--- config.mk ---
export PLATFORM = sky130hd
export DESIGN_NAME = vx_om_mem_arb
export DESIGN_NICKNAME = d
export VERILOG_FILES = /design/src/rtl/vx_om_mem_arb_pkg.sv /design/src/rtl/vx_om_mem_arb_tracker.sv /design/src/rtl/vx_om_mem_arb.sv
export SDC_FILE = /design/constraint.sdc
export NUM_CORES = 1
export LEC_CHECK = 0
export BUFFER_PORTS_ARGS = -buffer_cell sky130_fd_sc_hd__buf_2
export CAP_MARGIN = 0
export CORE_AREA = 4 4 322 324
export DETAILED_ROUTE_END_ITERATION = 8
export DIE_AREA = 0 0 326 328
export PLACE_DENSITY_LB_ADDON = 0.3
export SLEW_MARGIN = 30
export SYNTH_ARGS = -nofsm -noshare
export SYNTH_HDL_FRONTEND = slang
export SYNTH_HIERARCHICAL = 1
export SYNTH_SLANG_ARGS = --single-unit
--- constraint.sdc ---
create_clock -name i_clk -period 15.8 [get_ports i_clk]
set_input_delay 1.58 -clock i_clk [delete_from_list [all_inputs] [get_ports i_clk]]
set_output_delay 1.58 -clock i_clk [all_outputs]
set_load 0.01 [all_outputs]
--- src/rtl/vx_om_mem_arb_pkg.sv ---
// Shared types and helpers for the OM memory-request arbiter.
// Contents:
//   OM_* localparams   lane count and field widths of OM pixel requests
//   om_tile_key_t      tile key {pos_y >> log, pos_x >> log} used for RAW hazard matching
//   om_rw_e            memory request direction (0 = read, 1 = write)
//   om_tile_key()      key of the lowest active lane (lane 0 when no lane is active)
package vx_om_mem_arb_pkg;

    localparam int OM_NUM_LANES    = 4;
    localparam int OM_DIM_BITS     = 11;
    localparam int OM_DEPTH_BITS   = 24;
    localparam int OM_STENCIL_BITS = 8;
    localparam int OM_KEY_W        = 2 * OM_DIM_BITS;

    typedef logic [OM_KEY_W-1:0] om_tile_key_t;

    typedef enum logic {
        OM_RW_READ  = 1'b0,
        OM_RW_WRITE = 1'b1
    } om_rw_e;

    function automatic om_tile_key_t om_tile_key(
        input logic [OM_NUM_LANES-1:0]             mask,
        input logic [OM_NUM_LANES*OM_DIM_BITS-1:0] pos_x,
        input logic [OM_NUM_LANES*OM_DIM_BITS-1:0] pos_y,
        input int                                  tile_logsize
    );
        int                     lane;
        logic [OM_DIM_BITS-1:0] x;
        logic [OM_DIM_BITS-1:0] y;
        lane = 0;
        // Walk downwards so the lowest set lane is the one that sticks.
        for (int i = OM_NUM_LANES - 1; i >= 0; i--) begin
            if (mask[i]) lane = i;
        end
        x = pos_x[lane*OM_DIM_BITS +: OM_DIM_BITS];
        y = pos_y[lane*OM_DIM_BITS +: OM_DIM_BITS];
        return {y >> tile_logsize, x >> tile_logsize};
    endfunction

endpackage

--- src/rtl/vx_om_mem_arb_tracker.sv ---
// Pending-write tracker: circular FIFO of tile keys for writes granted but not yet
// acknowledged by memory, with a parallel compare against a read key.
// Ports:
//   i_clk, i_reset   clock, synchronous active-high reset
//   i_push           record i_push_key (ignored when full)
//   i_pop            retire the oldest entry (ignored when empty)
//   i_push_key       key of the write being granted
//   i_cmp_key        key of the waiting read
//   o_match          i_cmp_key equals some valid entry
//   o_full           no free entry
module vx_om_mem_arb_tracker
    import vx_om_mem_arb_pkg::*;
#(
    parameter int DEPTH = 4
) (
    input  logic         i_clk,
    input  logic         i_reset,
    input  logic         i_push,
    input  logic         i_pop,
    input  om_tile_key_t i_push_key,
    input  om_tile_key_t i_cmp_key,
    output logic         o_match,
    output logic         o_full
);

    localparam int PTR_W = $clog2(DEPTH);

    om_tile_key_t     r_keys [DEPTH];
    logic [DEPTH-1:0] r_vld;
    logic [PTR_W-1:0] r_wptr;
    logic [PTR_W-1:0] r_rptr;
    logic [PTR_W:0]   r_count;

    logic w_empty;
    logic w_do_push;
    logic w_do_pop;

    assign o_full    = (r_count == (PTR_W+1)'(DEPTH));
    assign w_empty   = (r_count == '0);
    assign w_do_push = i_push && !o_full;
    assign w_do_pop  = i_pop && !w_empty;

    // Push and pop never touch the same slot: that would need full or empty,
    // and each of those blocks one of the two operations.
    always_ff @(posedge i_clk) begin
        if (i_reset) begin
            r_vld   <= '0;
            r_wptr  <= '0;
            r_rptr  <= '0;
            r_count <= '0;
        end else begin
            if (w_do_push) begin
                r_vld[r_wptr] <= 1'b1;
                r_wptr        <= r_wptr + PTR_W'(1);
            end
            if (w_do_pop) begin
                r_vld[r_rptr] <= 1'b0;
                r_rptr        <= r_rptr + PTR_W'(1);
            end
            case ({w_do_push, w_do_pop})
                2'b10:   r_count <= r_count + (PTR_W+1)'(1);
                2'b01:   r_count <= r_count - (PTR_W+1)'(1);
                default: r_count <= r_count;
            endcase
        end
    end

    always_ff @(posedge i_clk) begin
        if (w_do_push) r_keys[r_wptr] <= i_push_key;
    end

    always_comb begin
        o_match = 1'b0;
        for (int i = 0; i < DEPTH; i++) begin
            if (r_vld[i] && (r_keys[i] == i_cmp_key)) o_match = 1'b1;
        end
    end

    a_pop_empty: assert property (@(posedge i_clk) disable iff (i_reset) !(i_pop && w_empty));

endmodule

--- src/rtl/vx_om_mem_arb.sv ---
// OM memory-request arbiter: merges the read port (depth/stencil/color fetch) and the
// write port (blend/depth writeback) onto one registered request to VX_om_mem.
// Reads are held back while a same-tile write is unacknowledged, and in-flight reads
// are bounded by a credit counter. Writes win unless a ready read has waited
// STARVE_MAX write grants.
// Ports:
//   i_clk, i_reset                 clock, synchronous active-high reset
//   i_rd_* / o_rd_ready            read request (masks, positions, face, tag)
//   i_wr_* / o_wr_ready            write request (as read plus color/depth/stencil)
//   o_mreq_* / i_mreq_ready        registered memory request, o_mreq_rw 1 = write
//   i_write_notify                 one pulse per write accepted by memory, in order
//   i_mrsp_fire                    read response handshake from memory
//   o_rd_pending                   reads granted but not yet answered
module vx_om_mem_arb
    import vx_om_mem_arb_pkg::*;
#(
    parameter int NUM_LANES    = OM_NUM_LANES,
    parameter int TAG_WIDTH    = 1,
    parameter int MAX_READS    = 8,
    parameter int WR_PEND_SIZE = 4,
    parameter int TILE_LOGSIZE = 1,
    parameter int STARVE_MAX   = 4,
    localparam int PEND_W      = $clog2(MAX_READS + 1),
    localparam int POS_W       = NUM_LANES * OM_DIM_BITS
) (
    input  logic                               i_clk,
    input  logic                               i_reset,

    input  logic                               i_rd_valid,
    output logic                               o_rd_ready,
    input  logic [NUM_LANES-1:0]               i_rd_ds_mask,
    input  logic [NUM_LANES-1:0]               i_rd_c_mask,
    input  logic [POS_W-1:0]                   i_rd_pos_x,
    input  logic [POS_W-1:0]                   i_rd_pos_y,
    input  logic [NUM_LANES-1:0]               i_rd_face,
    input  logic [TAG_WIDTH-1:0]               i_rd_tag,

    input  logic                               i_wr_valid,
    output logic                               o_wr_ready,
    input  logic [NUM_LANES-1:0]               i_wr_ds_mask,
    input  logic [NUM_LANES-1:0]               i_wr_c_mask,
    input  logic [POS_W-1:0]                   i_wr_pos_x,
    input  logic [POS_W-1:0]                   i_wr_pos_y,
    input  logic [NUM_LANES*32-1:0]            i_wr_color,
    input  logic [NUM_LANES*OM_DEPTH_BITS-1:0] i_wr_depth,
    input  logic [NUM_LANES*OM_STENCIL_BITS-1:0] i_wr_stencil,
    input  logic [NUM_LANES-1:0]               i_wr_face,
    input  logic [TAG_WIDTH-1:0]               i_wr_tag,

    output logic                               o_mreq_valid,
    input  logic                               i_mreq_ready,
    output logic                               o_mreq_rw,
    output logic [NUM_LANES-1:0]               o_mreq_ds_mask,
    output logic [NUM_LANES-1:0]               o_mreq_c_mask,
    output logic [POS_W-1:0]                   o_mreq_pos_x,
    output logic [POS_W-1:0]                   o_mreq_pos_y,
    output logic [NUM_LANES*32-1:0]            o_mreq_color,
    output logic [NUM_LANES*OM_DEPTH_BITS-1:0] o_mreq_depth,
    output logic [NUM_LANES*OM_STENCIL_BITS-1:0] o_mreq_stencil,
    output logic [NUM_LANES-1:0]               o_mreq_face,
    output logic [TAG_WIDTH-1:0]               o_mreq_tag,

    input  logic                               i_write_notify,
    input  logic                               i_mrsp_fire,
    output logic [PEND_W-1:0]                  o_rd_pending
);

    localparam int STV_W = $clog2(STARVE_MAX + 1);

    logic [PEND_W-1:0] r_rd_pending;
    logic [STV_W-1:0]  r_starve_cnt;

    logic                               r_mreq_valid_p1;
    logic                               r_mreq_rw_p1;
    logic [NUM_LANES-1:0]               r_mreq_ds_mask_p1;
    logic [NUM_LANES-1:0]               r_mreq_c_mask_p1;
    logic [POS_W-1:0]                   r_mreq_pos_x_p1;
    logic [POS_W-1:0]                   r_mreq_pos_y_p1;
    logic [NUM_LANES*32-1:0]            r_mreq_color_p1;
    logic [NUM_LANES*OM_DEPTH_BITS-1:0] r_mreq_depth_p1;
    logic [NUM_LANES*OM_STENCIL_BITS-1:0] r_mreq_stencil_p1;
    logic [NUM_LANES-1:0]               r_mreq_face_p1;
    logic [TAG_WIDTH-1:0]               r_mreq_tag_p1;

    om_tile_key_t w_rd_key;
    om_tile_key_t w_wr_key;
    logic         w_rd_hazard;
    logic         w_trk_full;
    logic         w_slot;
    logic         w_rd_ok;
    logic         w_wr_ok;
    logic         w_sel_rd;
    logic         w_rd_fire;
    logic         w_wr_fire;
    logic         w_mrsp_dec;

    // ---- p0: tile keys, hazard check, grant selection ----
    assign w_rd_key = om_tile_key(i_rd_ds_mask | i_rd_c_mask, i_rd_pos_x, i_rd_pos_y, TILE_LOGSIZE);
    assign w_wr_key = om_tile_key(i_wr_ds_mask | i_wr_c_mask, i_wr_pos_x, i_wr_pos_y, TILE_LOGSIZE);

    // Writes are pushed at grant time so the one sitting in the output register
    // already blocks same-tile reads.
    vx_om_mem_arb_tracker #(
        .DEPTH (WR_PEND_SIZE)
    ) u_tracker (
        .i_clk      (i_clk),
        .i_reset    (i_reset),
        .i_push     (w_wr_fire),
        .i_pop      (i_write_notify),
        .i_push_key (w_wr_key),
        .i_cmp_key  (w_rd_key),
        .o_match    (w_rd_hazard),
        .o_full     (w_trk_full)
    );

    assign w_slot     = !r_mreq_valid_p1 || i_mreq_ready;
    assign w_rd_ok    = i_rd_valid && !w_rd_hazard && (r_rd_pending < PEND_W'(MAX_READS));
    assign w_wr_ok    = i_wr_valid && !w_trk_full;
    assign w_sel_rd   = w_rd_ok && (!w_wr_ok || (r_starve_cnt == STV_W'(STARVE_MAX)));
    assign w_rd_fire  = !i_reset && w_slot && w_sel_rd;
    assign w_wr_fire  = !i_reset && w_slot && w_wr_ok && !w_sel_rd;
    assign w_mrsp_dec = i_mrsp_fire && (r_rd_pending != '0);

    assign o_rd_ready   = w_rd_fire;
    assign o_wr_ready   = w_wr_fire;
    assign o_rd_pending = r_rd_pending;

    always_ff @(posedge i_clk) begin
        if (i_reset) begin
            r_mreq_valid_p1 <= 1'b0;
            r_rd_pending    <= '0;
            r_starve_cnt    <= '0;
        end else begin
            if (w_slot) r_mreq_valid_p1 <= w_rd_fire || w_wr_fire;

            case ({w_rd_fire, w_mrsp_dec})
                2'b10:   r_rd_pending <= r_rd_pending + PEND_W'(1);
                2'b01:   r_rd_pending <= r_rd_pending - PEND_W'(1);
                default: r_rd_pending <= r_rd_pending;
            endcase

            // Counts writes that overtook a ready read; saturates at STARVE_MAX.
            if (w_rd_fire || !w_rd_ok) begin
                r_starve_cnt <= '0;
            end else if (w_wr_fire && (r_starve_cnt != STV_W'(STARVE_MAX))) begin
                r_starve_cnt <= r_starve_cnt + STV_W'(1);
            end
        end
    end

    // ---- p1: output request register ----
    always_ff @(posedge i_clk) begin
        if (w_rd_fire) begin
            r_mreq_rw_p1      <= OM_RW_READ;
            r_mreq_ds_mask_p1 <= i_rd_ds_mask;
            r_mreq_c_mask_p1  <= i_rd_c_mask;
            r_mreq_pos_x_p1   <= i_rd_pos_x;
            r_mreq_pos_y_p1   <= i_rd_pos_y;
            r_mreq_color_p1   <= '0;
            r_mreq_depth_p1   <= '0;
            r_mreq_stencil_p1 <= '0;
            r_mreq_face_p1    <= i_rd_face;
            r_mreq_tag_p1     <= i_rd_tag;
        end else if (w_wr_fire) begin
            r_mreq_rw_p1      <= OM_RW_WRITE;
            r_mreq_ds_mask_p1 <= i_wr_ds_mask;
            r_mreq_c_mask_p1  <= i_wr_c_mask;
            r_mreq_pos_x_p1   <= i_wr_pos_x;
            r_mreq_pos_y_p1   <= i_wr_pos_y;
            r_mreq_color_p1   <= i_wr_color;
            r_mreq_depth_p1   <= i_wr_depth;
            r_mreq_stencil_p1 <= i_wr_stencil;
            r_mreq_face_p1    <= i_wr_face;
            r_mreq_tag_p1     <= i_wr_tag;
        end
    end

    assign o_mreq_valid   = r_mreq_valid_p1;
    assign o_mreq_rw      = r_mreq_rw_p1;
    assign o_mreq_ds_mask = r_mreq_ds_mask_p1;
    assign o_mreq_c_mask  = r_mreq_c_mask_p1;
    assign o_mreq_pos_x   = r_mreq_pos_x_p1;
    assign o_mreq_pos_y   = r_mreq_pos_y_p1;
    assign o_mreq_color   = r_mreq_color_p1;
    assign o_mreq_depth   = r_mreq_depth_p1;
    assign o_mreq_stencil = r_mreq_stencil_p1;
    assign o_mreq_face    = r_mreq_face_p1;
    assign o_mreq_tag     = r_mreq_tag_p1;

    a_rsp_underflow: assert property (@(posedge i_clk) disable iff (i_reset)
                                      !(i_mrsp_fire && (r_rd_pending == '0)));

endmodule

Word-level counts from Yosys, hierarchy flattened
Memories as Yosys holds them, arrays and structs flattened.
Cells that the tools add are included.
W data, S select, Z words.
{ "totals": {"ram_bits": 80, "output_inout_bits": 365, "in_bits": 465, "n_memories": 1, "register_bits": 377, "elab_cells": 123, "latch_bits": 0, "mem_bits_ro": 0} }
{ "op_classes": {"n_shift": 4, "order_cmp": 5, "n_reduce_logical": 36, "div": 0, "n_bitwise": 5, "n_mul": 2, "n_addsub": 7, "muxes": 35, "n_eq_ne": 11} }
{ "memory_table": {"columns": ["memory", "words", "width", "rd", "rd_clocked_by_memory_dff", "write_ports", "line", "text"], "rows": [
  ["u_tracker.r_keys", 4, 20, 4, 0, 1, "vx_om_mem_arb_tracker.sv:28", "om_tile_key_t r_keys [DEPTH];"]
]} }
{ "op_table": {"columns": ["cell", "n"], "rows": [
  ["$mux W44", 4],
  ["$shiftx A44 B32 Y11", 4],
  ["$mux W32", 3],
  ["$eq A22 B21 Y1", 4],
  ["$mul A32 B5 Y32 const B", 2],
  ["$mux W4", 9],
  ["$logic_and A1 B1 Y1", 18],
  ["$or A4 B4 Y4", 3],
  ["$mux W1", 10],
  ["$mux W2", 5],
  ["$logic_not A1 Y1", 8],
  ["$pmux W4 S2", 1],
  ["$add A3 B1 Y3 const B", 2],
  ["$eq A3 B3 Y1 const B", 2],
  ["$lt A2 B3 Y1 const B", 2],
  ["$pmux W3 S2", 1],
  ["$reduce_bool A2 Y1", 3],
  ["$add A2 B1 Y2 const B", 2],
  ["$add A4 B1 Y4 const B", 1],
  ["$and A4 B4 Y4", 1],
  ["$demux W1 S2", 2],
  ["$eq A2 B1 Y1 const B", 2],
  ["$eq A2 B2 Y1 const B", 2],
  ["$ge A2 B1 Y1 const B", 2],
  ["9 further kinds", 12]
]} }

Longest topological paths before layout
Gate-level depths: netlist of run 1.
{ "logic_depth": {"word_depth": 24, "ltp_mapped": 32, "ltp_nobuf": 28} }

By module
The synthesis of run 1 kept the hierarchy.
{ "by_module_without_submodules": {"columns": ["mod", "n_inst", "area_per_inst_um2", "cells_per_inst", "seq_area_each_um2"], "rows": [
  ["vx_om_mem_arb", 1, 17924.7, 1651, 8338.0],
  ["vx_om_mem_arb_tracker", 1, 4237.8, 275, 2862.7]
]} }

Worst setup path after synthesis of run 1
Ideal clock, no wire load.
{ "synth_timing": {"kind": "input-to-reg", "startpoint": "in i_rd_c_mask[3]", "endpoint": "reg r_mreq_c_mask_p1[0] (netlist: o_mreq_c_mask[0]) (enable)", "setup_slack_ps": 8234, "stages": 27, "setup_time_ps": 410, "n_path_buf": 7, "arrival_ps": 7156, "required_time_ps": 15390, "path_cell_list": "nor2_1 o31ai_4 nand2_4 buf_2 clkbuf_1 ha_1 buf_1 buf_2 buf_1 nand2_1 o22ai_1 a21oi_1 o31ai_1 xnor2_1 nand4_1 nor4_1 nand4_1 nand4_1 nor2_1 nand2_1 nor2_1 nand3_1 inv_2 nor2_1 clkbuf_1 buf_2 inv_2"} }
{ "synth_between": {"elab_chain_cells": 20, "word_cells_on_any_way": 28, "cone_classes": "mul: 1; eq/ne: 4; shift: 2; mux: 8; bitwise: 1; reduce/logical: 12"} }
{ "synth_rtl": {"columns": ["item", "line", "text"], "rows": [
  ["start, declared", "vx_om_mem_arb.sv:32", "input logic [NUM_LANES-1:0] i_rd_c_mask,"],
  ["$or A4 B4 Y4 *", "vx_om_mem_arb.sv:98", "assign w_rd_key = om_tile_key(i_rd_ds_mask | i_rd_c_mask, i_rd_pos_x, i_rd_pos_y, TILE_LOGSIZE);"],
  ["$mux W2 * (4 in a row)", "vx_om_mem_arb_pkg.sv:34", "if (mask[i]) lane = i;"],
  ["$mul A32 B5 Y32 *", "vx_om_mem_arb_pkg.sv:37", "y = pos_y[lane*OM_DIM_BITS +: OM_DIM_BITS];"],
  ["$shiftx A44 B32 Y11 *", "vx_om_mem_arb_pkg.sv:37", null],
  ["net w_rd_key[18]", "vx_om_mem_arb.sv:85", "om_tile_key_t w_rd_key;"],
  ["$eq A22 B21 Y1", "vx_om_mem_arb_tracker.sv:75", "if (r_vld[i] && (r_keys[i] == i_cmp_key)) o_match = 1'b1;"],
  ["$logic_and A1 B1 Y1", "vx_om_mem_arb_tracker.sv:75", null],
  ["$mux W1 (3 in a row)", "vx_om_mem_arb_tracker.sv:75", null],
  ["$mux W1 *", "vx_om_mem_arb_tracker.sv:75", null],
  ["net w_rd_hazard", "vx_om_mem_arb.sv:87", "logic w_rd_hazard;"],
  ["$logic_not A1 Y1 *", "vx_om_mem_arb.sv:117", "assign w_rd_ok = i_rd_valid && !w_rd_hazard && (r_rd_pending < PEND_W'(MAX_READS));"],
  ["$logic_and A1 B1 Y1 * (2 in a row)", "vx_om_mem_arb.sv:117", null],
  ["$logic_and A1 B1 Y1 *", "vx_om_mem_arb.sv:119", "assign w_sel_rd = w_rd_ok && (!w_wr_ok || (r_starve_cnt == STV_W'(STARVE_MAX)));"],
  ["$logic_not A1 Y1", "vx_om_mem_arb.sv:121", "assign w_wr_fire = !i_reset && w_slot && w_wr_ok && !w_sel_rd;"],
  ["$logic_and A1 B1 Y1", "vx_om_mem_arb.sv:121", null],
  ["$reduce_bool A2 Y1 (no source line) *", null, null],
  ["end signal, assigned", "vx_om_mem_arb.sv:156", "r_mreq_c_mask_p1 <= i_rd_c_mask;"],
  ["end signal, assigned", "vx_om_mem_arb.sv:167", "r_mreq_c_mask_p1 <= i_wr_c_mask;"],
  ["end, declared", "vx_om_mem_arb.sv:76", "logic [NUM_LANES-1:0] r_mreq_c_mask_p1;"]
]} }
Mark *: on every way through the listed nets, which the timed path passes. The rest lies on a longest branch.
A chain may end at the register's enable or synchronous reset.

Final worst setup path of run 1
{ "layout_timing": {"startpoint": "in i_rd_c_mask[1]", "endpoint": "out o_rd_ready"} }
{ "layout_between": {"elab_chain_cells": 16, "word_cells_on_any_way": 23, "cone_classes": "mul: 1; eq/ne: 4; shift: 2; mux: 6; bitwise: 1; reduce/logical: 9"} }
{ "layout_rtl": {"columns": ["item", "line", "text"], "rows": [
  ["$or A4 B4 Y4 *", "vx_om_mem_arb.sv:98", null],
  ["$mux W2 * (2 in a row)", "vx_om_mem_arb_pkg.sv:34", null],
  ["$mul A32 B5 Y32 *", "vx_om_mem_arb_pkg.sv:36", "x = pos_x[lane*OM_DIM_BITS +: OM_DIM_BITS];"],
  ["$shiftx A44 B32 Y11 *", "vx_om_mem_arb_pkg.sv:36", null],
  ["net w_rd_key[1]", "vx_om_mem_arb.sv:85", null],
  ["$eq A22 B21 Y1", "vx_om_mem_arb_tracker.sv:75", null],
  ["$logic_and A1 B1 Y1", "vx_om_mem_arb_tracker.sv:75", null],
  ["$mux W1 (3 in a row)", "vx_om_mem_arb_tracker.sv:75", null],
  ["$mux W1 *", "vx_om_mem_arb_tracker.sv:75", null],
  ["net w_rd_hazard", "vx_om_mem_arb.sv:87", null],
  ["$logic_not A1 Y1 *", "vx_om_mem_arb.sv:117", null],
  ["$logic_and A1 B1 Y1 * (2 in a row)", "vx_om_mem_arb.sv:117", null],
  ["$logic_and A1 B1 Y1 *", "vx_om_mem_arb.sv:119", null],
  ["$logic_and A1 B1 Y1 *", "vx_om_mem_arb.sv:120", "assign w_rd_fire = !i_reset && w_slot && w_sel_rd;"],
  ["end, declared", "vx_om_mem_arb.sv:30", "output logic o_rd_ready,"]
]} }
Marked as above.

==> reports/results.ini, run 1 <==
[synthesis]
synth_ff_type=dfxtp_1
ys_seq_area_frac=0.505
ys_warn_count=6
synthArstFlopShare=0
synthCells=1926
synthTopCellsByArea=edfxtp_1, dfxtp_1, a22o_1
synth_area_leader_cell=edfxtp_1
synth_edf_count=189
postSynthAreaPerCell_um2=11.5
synth.cell_area_um2=22200
synth.distinct_cells=78
yosys.area.top_type_share=0.256
yosys_register_bits=465

[critical_path]
path_max_fanout=48
required_ns=14.22
cp-end-kind=output port
regToRegSetupSlack_ns=11.84
crit_arrival_ns=8.78
r2r-start=u_tracker/r_keys[0][5]
crit_end=o_rd_ready
reg2reg_to=o_rd_pending[2]
critical_path_class=in -> out
crit_start=i_rd_c_mask[1]
reg2reg_depth=17
cp-start-kind=input port

[placed_design]
place_area_um2=27800
place.gp.congestion=1.01
dp_hpwl_um=107000
portBuffers=829

[drt]
wl_per_cell_um=31.6
dr.pass1.iters=6
vias_per_cell=4.98
drtIter0Drc=2051
vias=20700
drc_errors=0
ant_nets=0
totalWireLength_um=132000

[timing]
hold_viol=0
setup_viol=0
fin_crit_ns=10.36
timing.setup.tns_ns=0
fin_crit_sh=0.656
max_slew_margin=0.240
fin_worst_skew_ns=0.0301
rsz0062_at_grt=no
holdWs_ns=0.466
worst_slew_pin_slew_ns=1.14
max_freq_mhz=96.5
drv_slew=0

[power_and_ir_drop]
power_w=0.00404
ir_drop_mv=0.0916
switching_share=0.340
p_leak_nw=12.7
powerDensity_nw_per_um2=136
p_int_w=0.00266
p_seq_frac=0.391
netSwitchingPower_w=0.00137
clockPowerShare=0.329
combPwrFrac=0.280

[clock_tree]
numCtsBuffers=57
cts_hold_buf=0
h-tree-depth=2
clkTransAtPathRegs_ns=0.07
cts_tree=done
cts-root-buf=clkbuf_16
clk_path_buf_depth=3
clock_latency_ns=0.65
post-cts-setup-buffers=0
cts.repair.resized=0
cts.sinks=465

[cells_and_area]
final_common_cell=buf_2
mostFrequentLayoutCells=buf_2, dfxtp_1, a22o_1, edfxtp_1, mux2i_1
final_nets=3202
seqCellArea_um2=11200
area_growth_pct=34.2
multi_input_area_um2=10400
final_area_um2=29700
nFillCells=10700
drive_gt1_frac=0.385

[worst_hold_path]
hp-class=reg -> reg

[floorplan]
io_pins=830
fp.dieW_um=326
die_y_um=328
core_area_um2=101000
initial_core_util=0.219
die_area_um2=107000
rows=117

[status]
status=completed

[global_routing]
grt_max_degree=172
grtUsageTotal=0.234
grt_pass1_wl_um=175000
antenna_found_initial=82
grt_pass1_vias=20200
gr-total-overflow=0

[run]
maxCapViolations=0

worst min-delay path by stage:
stage / start / slack [ns] / to / cells after the start
floorplan: u_tracker/r_vld[0] / 0.44 / u_tracker/r_vld[0] / 1
global placement: o_mreq_color[68] / 0.45 / o_mreq_color[68] / 1
detailed placement: o_mreq_color[36] / 0.45 / o_mreq_color[36] / 1
CTS: o_mreq_depth[23] / 0.47 / o_mreq_depth[23] / 1
global route: o_mreq_color[95] / 0.48 / o_mreq_color[95] / 1
finish: o_mreq_color[52] / 0.47 / o_mreq_color[52] / 1
cell families (layout without fill, tap and decap cells):
logic type	Yosys count	in the layout	synth area share
other	1	49	0.000169
flip-flops	465	465	0.505
multiplexers	288	288	0.148
AND/OR/NAND/NOR	363	363	0.0772
AO/OA/AOI/OAI	528	528	0.186
XOR/XNOR	97	97	0.0383
adder cells (fa/ha/maj)	21	21	0.0122
buffers and inverters	163	981	0.0320
state kept, by name (all words and copies together), names as in the netlist, 3 cells and up:
register           count
u_tracker/r_keys      88
o_mreq_c_mask          4
o_mreq_pos_x          44
o_mreq_face            4
u_tracker/r_count      3
o_mreq_color         128
o_mreq_stencil        32
o_mreq_depth          96
o_mreq_ds_mask         4
o_mreq_pos_y          44
u_tracker/r_vld        4
r_starve_cnt           3
o_rd_pending           4
cell usage after synthesis (all sizes together), types with 14 or more instances:
master / instances
a211oi: 14
a21oi: 49
a22o: 257
a22oi: 20
a32oi: 18
buf: 48
clkbuf: 90
dfxtp: 276
edfxtp: 189
ha: 20
inv: 25
mux2: 115
mux2i: 152
mux4: 21
nand2: 120
nand3: 32
nand4: 20
nor2: 94
nor2b: 14
nor3: 26
o21ai: 36
o22ai: 45
xnor2: 47
xor2: 50
power groups by stage:
stage          logic [W]  clock network, W  registers (W)
3_5_place_dp     0.00115                 0        0.00160
5_1_grt          0.00119           0.00141        0.00160
3_3_place_gp     0.00114                 0        0.00160
6_report         0.00113           0.00133        0.00158
4_1_cts          0.00115           0.00137        0.00158
2_1_floorplan   0.000451                 0        0.00168
critical path, cell delays in order:
cell	delay [ns]
buf_2	0.12
nor2_1	0.55
o31ai_4	0.14
buf_4	0.23
nand2_4	0.44
inv_4	0.33
ha_2	0.28
buf_4	0.30
inv_1	0.54
nor2_1	0.30
a22o_1	0.28
or3b_1	0.36
a22oi_1	0.78
xnor2_1	0.17
nand4_1	0.16
nor2_1	0.08
nand4_1	0.07
nand4_1	0.19
nor2_1	0.30
nand2_1	0.09
nor2_1	0.15
nand3_2	0.10
inv_2	0.19
buf_4	0.58
buf_2	0.26
metal layers:
metal  track usage  vias up  part of all wire
met3        0.0769      329             0.090
met5             0        -            0.0024
met2         0.410     1174              0.49
li1              -     9092                 -
met4         0.114       50             0.056
met1         0.255    10100              0.36
layout make-up:
type	count	share of cell area
Sequential cell	465	0.377
Multi-Input combinational cell	1313	0.348
Timing Repair Buffer	854	0.148
Tap cell	1368	0.0576
Clock buffer	74	0.0532
Clock inverter	28	0.0101
Inverter	25	0.00332
Antenna cell	33	0.00278
stage by stage:
step	utilization	setup WS, ns	std cells
4_1_cts	0.293	5.53	4127
2_1_floorplan	-	8.23	1941
3_5_place_dp	0.275	5.55	4025
5_1_grt	0.293	5.06	4135
6_report	0.294	5.44	4160
3_3_place_gp	0.274	5.46	4023
No activity file was read; power rests on OpenSTA's default activity.
==> inputs of run 2 (changes only) <==
- ABC_AREA: not set -> 1
- clock period: 15.8 -> 9.1 ns (I/O delays scaled with it)
==> run 2 against run 1 <==
  * Register-to-register slack got worse by 6.0 ns
  * Synthesized cell count increased by 53%
  * Largest power group unchanged
  * Clock power increased by 76%
  * Sequential share of layout area decreased by 1.4 points
  * Die area unchanged
==> reports/results.ini, run 2 <==
[drt]
wl_per_cell_um=24.3
totalWireLength_um=125000
drtIter0Drc=2979
drc_errors=0
dr.pass1.iters=8
vias_per_cell=4.79
ant_nets=0
vias=24600

[clock_tree]
cts.sinks=465
cts-root-buf=clkbuf_16
numCtsBuffers=54
cts_hold_buf=0
cts_tree=done
post-cts-setup-buffers=0
cts.repair.resized=0
clk_path_buf_depth=3
clkTransAtPathRegs_ns=0.06
h-tree-depth=2
clock_latency_ns=0.67

[timing]
drv_slew=0
fin_worst_skew_ns=0.0469
worst_slew_pin_slew_ns=0.925
hold_viol=0
max_slew_margin=0.380
fin_crit_sh=0.836
timing.setup.tns_ns=0
fin_crit_ns=7.61
worst_slack_ns=1.49
setup_viol=0
max_freq_mhz=131
rsz0062_at_grt=no

[synthesis]
synth.most_common_cell=nand2_1
yosys_register_bits=465
ys_warn_count=6
postSynthAreaPerCell_um2=7.98
synthArstFlopShare=0
synthTopCellsByArea=edfxtp_1, dfxtp_1, nand2_1
ys_seq_area_frac=0.475
synth_area_leader_cell=edfxtp_1
synth.cell_area_um2=23600
synth_edf_count=189
synthCells=2953
synth.distinct_cells=48
synth_ff_type=dfxtp_1
ys_top_cells_by_count=nand2_1, nand3_1, dfxtp_1
yosys.area.top_type_share=0.241

[run]
maxCapViolations=0

[floorplan]
rows=117
die_y_um=328
io_pins=830
initial_core_util=0.233
die_area_um2=107000
core_area_um2=101000
fp.dieW_um=326

[cells_and_area]
nFillCells=11000
drive_gt1_frac=0.269
largest_register_ffs=128
area_growth_pct=31.2
mostFrequentLayoutCells=nand2_1, buf_2, nand3_1, dfxtp_1, inv_1
multi_input_area_um2=10400
final_nets=4193
seqCellArea_um2=11200
final_common_cell=nand2_1

[global_routing]
gr-total-overflow=0
grtUsageTotal=0.221
grt_pass1_wl_um=172000
grt_max_degree=192
antenna_found_initial=33
grt_pass1_vias=23400

[worst_hold_path]
hp-class=reg -> reg

[critical_path]
required_ns=8.19
cpPeakStageDelay_ns=0.85
cp-start-kind=input port
crit_slowest_cell=clkinv_1
cp-end-kind=output port
critical_path_class=in -> out
path_max_fanout=56
crit_arrival_ns=6.70
path_common_cell=nand2_1

[placed_design]
dp_hpwl_um=100000
place.gp.congestion=0.996
portBuffers=829
dpl_worst_slack_ns=1.57

[power_and_ir_drop]
p_leak_nw=15.3
powerDensity_nw_per_um2=247
ir_drop_mv=0.137

[status]
status=completed

-- run 2: cell count changes in the layout (fill, tap and decap cells not counted), moves of 59 or more --
cell      before  now
o21ai_0       24  149
mux2i_1      152    0
inv_1         19  269
o21ai_1       12   71
mux2_2        65    0
nand2_1      119  900
nand3_1       31  329
o211ai_1      11   78
-- run 2: cells by family after synthesis --
group | count (synthesis) | share of synthesized area
and+or+nand+nor | 1375 | 0.242
buffers and inverters | 478 | 0.0862
xor gates and xnor gates | 13 | 0.00483
other | 1 | 0.000159
AOI/OAI and AO/OA | 600 | 0.180
DFF | 465 | 0.475
adders and majority gates | 21 | 0.0115
-- run 2: path summary, 6_finish.rpt --
kind | start | endpoint | slack [ns] | cells after the start
worst min register to register | o_mreq_rw | o_mreq_rw | 0.46 | 2
worst max-delay path | i_rd_ds_mask[3] | o_rd_ready | 1.49 | 26
worst max register to register | u_tracker/r_keys[1][15] | o_rd_pending[2] | 5.81 | 19
worst min-delay path | o_mreq_rw | o_mreq_rw | 0.46 | 2
-- run 2: area by class of cell --
class	instances	area share
diodes	17	0.00138
clock buffers	74	0.0508
clock inverters	25	0.0103
inverters	298	0.0367
multi-input cells	2025	0.337
flip-flops and latches	465	0.362
well taps	1368	0.0553
repair buffers	863	0.146
-- run 2: power by group --
part / total (W) / switching (W) / internal [W]
sequential: 0.00301 / 0.000317 / 0.00269
clock: 0.00234 / 0.000963 / 0.00138
combinational: 0.00228 / 0.00143 / 0.000846
-- run 2: layer usage --
| metal | vias to the layer above | routed length, um | track usage |
|---|---|---|---|
| li1 | 11500 | - | - |
| met1 | 11500 | 49200 | 0.274 |
| met2 | 1311 | 57900 | 0.364 |
| met3 | 242 | 12000 | 0.0599 |
| met4 | 20 | 5310 | 0.0846 |
| met5 | - | 266 | 0.00815 |
-- run 2: critical path: cells and delay by family --
family	cells	cell delay (ns)
buf+inv	7	1.57
fa+ha+maj	1	0.56
simple gates	16	3.08
compound gates	2	0.50
-- run 2: through the flow --
stage          cell area [um^2]  power (W)  utilization  instances  hold slack, ns
2_1_floorplan             23600    0.00414            -       2968           0.458
3_3_place_gp              29000    0.00530        0.286       5018           0.450
3_5_place_dp              29000    0.00530        0.286       5018           0.450
4_1_cts                   30800    0.00766        0.305       5117           0.417
5_1_grt                   30900    0.00795        0.305       5124           0.447
6_report                  30900    0.00763        0.306       5135           0.464
